<file path="src/rtl/pcs_rx_descrambler_lock.sv">
// 64b/66b receive descrambler (x^58 + x^39 + 1) with sync-header block-lock tracking.
// Sits between the RX gearbox and the 64b/66b decoder; requests gearbox slips while hunting.
module pcs_rx_descrambler_lock #(
    parameter int unsigned PCS_DATA_WIDTH = 64,
    parameter int unsigned LOCK_CNT       = 64,
    parameter int unsigned WINDOW         = 64,
    parameter int unsigned BAD_LIMIT      = 16,
    parameter int unsigned ERR_CNT_W      = 8
) (
    input  logic                      clk,
    input  logic                      rst,
    input  logic [PCS_DATA_WIDTH-1:0] in_data,
    input  logic [1:0]                in_header,
    input  logic                      in_data_valid,
    input  logic                      bypass,
    output logic [PCS_DATA_WIDTH-1:0] out_data,
    output logic [1:0]                out_header,
    output logic                      out_data_valid,
    output logic                      block_lock,
    output logic                      slip,
    output logic [ERR_CNT_W-1:0]      bad_hdr_cnt
);

    localparam int unsigned W      = PCS_DATA_WIDTH;
    localparam int unsigned SW     = 58;
    localparam int unsigned GOOD_W = $clog2(LOCK_CNT + 1);
    localparam int unsigned WIN_W  = $clog2(WINDOW + 1);
    localparam int unsigned BAD_W  = $clog2(BAD_LIMIT + 1);

    typedef enum logic [0:0] {StHunt, StLocked} state_e;

    state_e            state_q;
    logic [SW-1:0]     s_q;
    logic              phase_q;
    logic [GOOD_W-1:0] good_cnt_q;
    logic [WIN_W-1:0]  win_cnt_q;
    logic [BAD_W-1:0]  bad_cnt_q;

    logic [W+SW-1:0]   x_ext;
    logic [W-1:0]      descr;
    logic              hdr_slot;
    logic              hdr_good;
    logic              hdr_chk;

    // x_ext[SW + k] is received bit k of this beat; negative k falls into the saved state.
    assign x_ext    = {in_data, s_q};
    assign descr    = in_data ^ x_ext[W+SW-40:SW-39] ^ x_ext[W-1:0];

    // At 32 bits two beats make one block, so only every other valid beat has a header.
    assign hdr_slot = (W == 64) ? 1'b1 : ~phase_q;
    assign hdr_good = in_header[0] ^ in_header[1];
    assign hdr_chk  = in_data_valid & hdr_slot;

    always_ff @(posedge clk or negedge rst) begin
        if (!rst) begin
            s_q            <= '0;
            phase_q        <= 1'b0;
            out_data       <= '0;
            out_header     <= '0;
            out_data_valid <= 1'b0;
            bad_hdr_cnt    <= '0;
        end else begin
            if (in_data_valid) begin
                s_q      <= x_ext[W+SW-1:W];
                out_data <= bypass ? in_data : descr;
                phase_q  <= ~phase_q;
            end
            out_header     <= in_header;
            out_data_valid <= in_data_valid;
            if (hdr_chk && !hdr_good && (bad_hdr_cnt != '1)) begin
                bad_hdr_cnt <= bad_hdr_cnt + 1'b1;
            end
        end
    end

    always_ff @(posedge clk or negedge rst) begin
        if (!rst) begin
            state_q    <= StHunt;
            good_cnt_q <= '0;
            win_cnt_q  <= '0;
            bad_cnt_q  <= '0;
            block_lock <= 1'b0;
            slip       <= 1'b0;
        end else begin
            slip <= 1'b0;
            if (hdr_chk) begin
                unique case (state_q)
                    StHunt: begin
                        if (hdr_good) begin
                            if (good_cnt_q == GOOD_W'(LOCK_CNT - 1)) begin
                                state_q    <= StLocked;
                                block_lock <= 1'b1;
                                good_cnt_q <= '0;
                            end else begin
                                good_cnt_q <= good_cnt_q + 1'b1;
                            end
                        end else begin
                            good_cnt_q <= '0;
                            slip       <= 1'b1;
                        end
                    end
                    StLocked: begin
                        // Hitting the bad limit takes priority over closing the window.
                        if (!hdr_good && (bad_cnt_q == BAD_W'(BAD_LIMIT - 1))) begin
                            state_q    <= StHunt;
                            block_lock <= 1'b0;
                            slip       <= 1'b1;
                            win_cnt_q  <= '0;
                            bad_cnt_q  <= '0;
                        end else if (win_cnt_q == WIN_W'(WINDOW - 1)) begin
                            win_cnt_q <= '0;
                            bad_cnt_q <= '0;
                        end else begin
                            win_cnt_q <= win_cnt_q + 1'b1;
                            if (!hdr_good) begin
                                bad_cnt_q <= bad_cnt_q + 1'b1;
                            end
                        end
                    end
                    default: state_q <= StHunt;
                endcase
            end
        end
    end

endmodule

</file>
<file path="config.mk">
export PLATFORM = sky130hd
export DESIGN_NAME = pcs_rx_descrambler_lock
export DESIGN_NICKNAME = d
export VERILOG_FILES = /design/src/rtl/pcs_rx_descrambler_lock.sv
export SDC_FILE = /design/constraint.sdc
export NUM_CORES = 1
export LEC_CHECK = 0
export ABC_AREA = 1
export CELL_PAD_IN_SITES_DETAIL_PLACEMENT = 0
export CELL_PAD_IN_SITES_GLOBAL_PLACEMENT = 2
export CORE_MARGIN = 3
export CORE_UTILIZATION = 34
export CTS_CLUSTER_DIAMETER = 80
export CTS_CLUSTER_SIZE = 28
export DETAILED_ROUTE_END_ITERATION = 16
export GPL_TIMING_DRIVEN = 0
export PLACE_DENSITY_LB_ADDON = 0.1
export REMOVE_ABC_BUFFERS = 1
export SYNTH_ARGS = -nofsm -noshare
export SYNTH_HDL_FRONTEND = slang
export SYNTH_SLANG_ARGS = --single-unit
</file>
<file path="constraint.sdc">
create_clock -name clk -period 4.6 [get_ports clk]
set_input_delay 0.69 -clock clk [delete_from_list [all_inputs] [get_ports clk]]
set_output_delay 0.69 -clock clk [all_outputs]
set_load 0.02 [all_outputs]
</file>
Word level (Yosys, flattened, before mapping)
Cells that the tools add are included.
{ "classes": {"n_addsub": 4, "multipliers": 0, "div": 0, "magnitude_cmp": 0, "n_eq_ne": 8, "shift": 0, "muxes": 20, "bitwise_logic": 4, "reduce_logical": 8} }
{ "ops": {"columns": ["cell", "n"], "rows": [
  ["bitwise XOR 64 bit", 2],
  ["two-way mux 64 bit", 1],
  ["two-way mux 7 bit", 4],
  ["two-way mux 5 bit", 3],
  ["adder 7 x 1 -> 7 bit, second input constant", 2],
  ["== test 7 x 6 -> 1 bit, second input constant", 2],
  ["two-way mux 1 bit", 9],
  ["adder 8 x 1 -> 8 bit, second input constant", 1],
  ["inequality test 8 bit, second input constant", 1],
  ["case mux 1 bit (2 select lines)", 3],
  ["adder 5 x 1 -> 5 bit, second input constant", 1],
  ["== test 5 x 4 -> 1 bit, second input constant", 1],
  ["inequality test 2 bit, second input constant", 2],
  ["AND reduction 2 bit", 2],
  ["AND reduction 4 bit", 1],
  ["logical AND 1 bit", 3],
  ["inequality test 3 x 1 -> 1 bit, second input constant", 1],
  ["AND reduction 3 bit", 1],
  ["inequality test 2 x 1 -> 1 bit, second input constant", 1],
  ["zero test 1 bit", 1],
  ["inverter 1 bit", 1],
  ["bitwise XOR 1 bit", 1]
]} }
{ "totals": {"ff_bits": 155, "latchBits": 0, "ramBits": 0, "mem_bits_ro": 0, "inputBits": 70, "output_inout_bits": 77, "elab_cells": 55, "n_memories": 0} }

Logic depth before layout (Yosys ltp)
{ "depth": {"word_depth": 6, "depth_mapped": 8, "mapped_depth_nobuf": 8} }

Least setup slack after synthesis
OpenSTA, ideal clock, no wires.
{ "synth_path": {"path_type": "input to register", "startpoint": "input port in_data_valid", "endpoint": "register out_data[11]", "setup_ns": 0.122, "arrival_ns": 1.436, "required_time_ns": 4.478, "path_slack_ns": 3.042, "path_stages": 6, "n_path_buf": 4, "path_cell_list": "buf_4 buf_6 buf_6 buf_6 o211ai_2 nand2_1"} }
{ "synth_lines": {"columns": ["element", "line_no", "text"], "rows": [
  ["from (decl)", "14", "input logic in_data_valid,"],
  ["to (signal assigned)", "65", "out_data <= bypass ? in_data : descr;"],
  ["to (decl)", "16", "output logic [PCS_DATA_WIDTH-1:0] out_data,"]
]} }

Worst setup path after layout
{ "layout_path": {"startpoint": "input port in_data_valid", "endpoint": "register good_cnt_q[5]"} }
{ "layout_via": {"elab_chain_cells": 1} }
{ "layout_lines": {"columns": ["element", "line_no", "text"], "rows": [
  ["AND reduction 2 bit (no line)", null, null],
  ["to (signal assigned)", "95", "good_cnt_q <= good_cnt_q + 1'b1;"],
  ["to (decl)", "35", "logic [GOOD_W-1:0] good_cnt_q;"]
]} }
Every way passes these cells.
A chain may end at the register's enable or synchronous reset.

==> reports/qor.yml <==
logic_synthesis:
  syn_avg_cell_area_sq_um: 8.39
  ys_ff_latch: 155
  synth_top_family_by_area: "simple AND/OR/NAND/NOR gates"
  synth.area.mux_share_pct: 0.126
  synth_xor_area_share_pct: 1.54
  yosys.area_share.simple_pct: 23.0
  syn_inst: 950
  synth-compound-area-share_pct: 18.7
  ys_warn_count: 0
  syn_area_sq_um: 7970
  synth-adder-area-share_pct: 0.785
  yosysUniqueCellTypes: 29
  ys_seq_area_share_pct: 48.7
pwr:
  power_density_nw_per_um2: 401
  ir_worst_vdd_uv: 215
  power_leakage_nw: 4.77
  total_power_mw: 4.13
floorplan:
  fp-row-count: 55
  core_area_sq_um: 22800
  initial_core_util_pct: 34.9
  die_w_microns: 159
  die_h_microns: 159
  ioPinCount: 147
  die_area_sq_um: 25300
setup_path:
  setup.worst_path.class: "in -> reg"
  crit_arrival_ns: 2.94
  path_delay_family: "buffers and inverters"
  start_kind: "primary input"
  path_buf_inv: 5
  worstRegToRegCells: 8
  critPathMaxStageDelay_ns: 0.37
  end_kind: "flop"
  r2r_slack_ns: 2.88
  reg2reg_from: "bad_cnt_q[0]"
  cp_slowest_cell: "buf_8"
  reg2reg_to: "bad_cnt_q[1]"
  crit_fanout: 112
  critical_path.cell_chain: "buf_8 > buf_16 > buf_16 > inv_2 > nor2_4 > inv_2 > a21oi_1 > nor2_1"
  cp_data_required_time_ns: 4.91
detailed_routing:
  routed-via-count: 6591
  post_drt_wl_per_cell_microns: 14.5
  drtIter0Drc: 395
  drt-total-wl_microns: 20400
  vias_per_cell: 4.69
  ant_nets: 0
  drc: 0
  firstDrtPassIters: 5
finish:
  syn2layout_area_growth_pct: 29.3
  drive_above_1_share_pct: 9.71
  nNetsFinal: 1154
  antenna_cells: 0
  final_area_sq_um: 10300
  final_util_pct: 45.1
clocking:
  clockBufferDepth: 2
  cts_made_buffers: 17
  clk_latency_ns: 0.42
  ctsHoldBuffers: 0
  cts_sinks: 155
  cts_root_buffer: "clkbuf_16"
  ctsResizeCount: 0
  clkTransAtPathRegs_ns: 0.07
  post_cts_buffers: 0
  ctsHtreeMaxLevel: 4
  cts_tree: "built"
grt:
  grt_overflow: 0
  busiest_layer: "met2"
  met3_usage_pct: 4.32
  grt_pass1_vias: 6364
  grtUsageMet2_pct: 25.3
  grt_pass1_wl_microns: 34600
  use_met1_pct: 24.0
  grt_use_total_pct: 16.7
  grt_max_degree: 113
  antenna_found_initial: 0
timing:
  final_max_slew_viol_count: 0
  setup_viol: 0
  fmax_ghz: 0.380
  hold_violations: 0
  max-slew-margin-rel_pct: 53.7
  rsz0062_at_grt: "false"
  worst_pin_slew_ns: 0.693
  fin_crit_ns: 2.63
  finalCritPeriodShare_pct: 57.3
  skew_ns: 0.00960
placed_design:
  post-dp-hpwl_microns: 14200
  gp_congestion: 0.756
  dpl-instance-area_sq_um: 9670
  port_buffers: 146
outcome:
  status: "finished, final reports clean"
worst_hold_path:
  holdCritPathClass: "in -> async"
run:
  maxCapViolCount: 0
-- layout make-up --
class	count	area, sq um
Clock buffer	20	457
Clock inverter	12	186
Fill cell	2307	12500
Inverter	80	300
Multi-Input combinational cell	675	3520
Sequential cell	155	3880
Tap cell	313	392
Timing Repair Buffer	150	1580
-- Yosys cell counts (all sizes together) --
cell type / instances / area (sq um)
nand3b: 1 / 7.51
inv: 80 / 300
a31oi: 1 / 6.26
dfrtp: 155 / 3880
buf: 33 / 249
clkbuf: 7 / 26.3
xor2: 13 / 114
xnor2: 1 / 8.76
ha: 5 / 62.6
o21ai: 107 / 536
nand2: 317 / 1200
a21boi: 2 / 15.0
o21bai: 1 / 18.8
a21oi: 47 / 235
nand4: 6 / 37.5
and3: 1 / 6.26
nand3: 95 / 485
nor2: 20 / 97.6
mux2i: 1 / 10.0
o211ai: 57 / 678
-- cells by family after synthesis --
family	count (synthesis)
AO/OA/AOI/OAI	215
XOR/XNOR	14
adder cells (fa/ha/maj)	5
buffers and inverters	120
flip-flops	155
multiplexers	1
AND/OR/NAND/NOR	440
-- registers in the layout, summed over array words and instances, names as in the netlist --
register	flops
out_data	64
s_q	58
bad_hdr_cnt	8
good_cnt_q	7
win_cnt_q	7
bad_cnt_q	5
out_header	2
block_lock	1
out_data_valid	1
slip	1
state_q	1
-- layout by cell type, fill, tap and decap left out --
cell,n
dfrtp_1,155
nand3_1,93
o21ai_1,21
clkbuf_1,1
inv_8,1
a31oi_1,1
nand4_1,6
nor2_4,2
nand3_2,2
o211ai_2,50
o211ai_1,7
nor2_1,15
xnor2_1,1
buf_16,4
nor2_2,3
clkinvlp_4,5
o21ai_0,86
clkdlybuf4s50_1,143
mux2i_1,1
nand2_2,4
a21oi_1,47
buf_8,2
clkbuf_16,17
o21bai_4,1
bufinv_16,4
xor2_1,13
inv_2,6
buf_2,1
inv_1,74
and3_1,1
nand3b_1,1
clkbuf_8,2
a21boi_0,2
nand2_1,313
inv_6,2
ha_1,5
-- per-layer routing --
metal  vias up  wire, microns  share of wire, %
met1      3016          10400                51
met2       129           8940                44
li1       3438              -                 -
met3         8           1020               5.0
met5         -              0                 0
met4         0            111              0.54
-- per-stage QoR --
step | hold WS (ns) | cells | worst slack (ns) | setup TNS, ns
5_1_grt | 0.227 | 1405 | 1.67 | 0
4_1_cts | 0.229 | 1405 | 1.92 | 0
6_report | 0.194 | 1405 | 1.97 | 0
2_1_floorplan | 0.394 | 910 | 3.08 | 0
3_5_place_dp | 0.474 | 1373 | 1.47 | 0
3_3_place_gp | 0.466 | 1369 | -7.41 | -1475.51
-- worst max path at each step --
stage                             start            end  slack (ns)  depth (start not counted)
after global routing      in_data_valid  good_cnt_q[5]        1.67                          8
after floorplan            bad_cnt_q[0]   bad_cnt_q[1]        3.08                          8
after detailed placement  in_data_valid  good_cnt_q[5]        1.47                          8
after CTS                 in_data_valid  good_cnt_q[5]        1.92                          8
final                     in_data_valid  good_cnt_q[5]        1.97                          8
after global placement    in_data_valid  good_cnt_q[5]       -7.41                          6
-- where the power goes --
group          switching, mW  internal (mW)
clock network          0.604          0.946
logic                  0.488          0.393
registers              0.161           1.54
total                   1.25           2.88
Power figures use the tool's default switching activity.
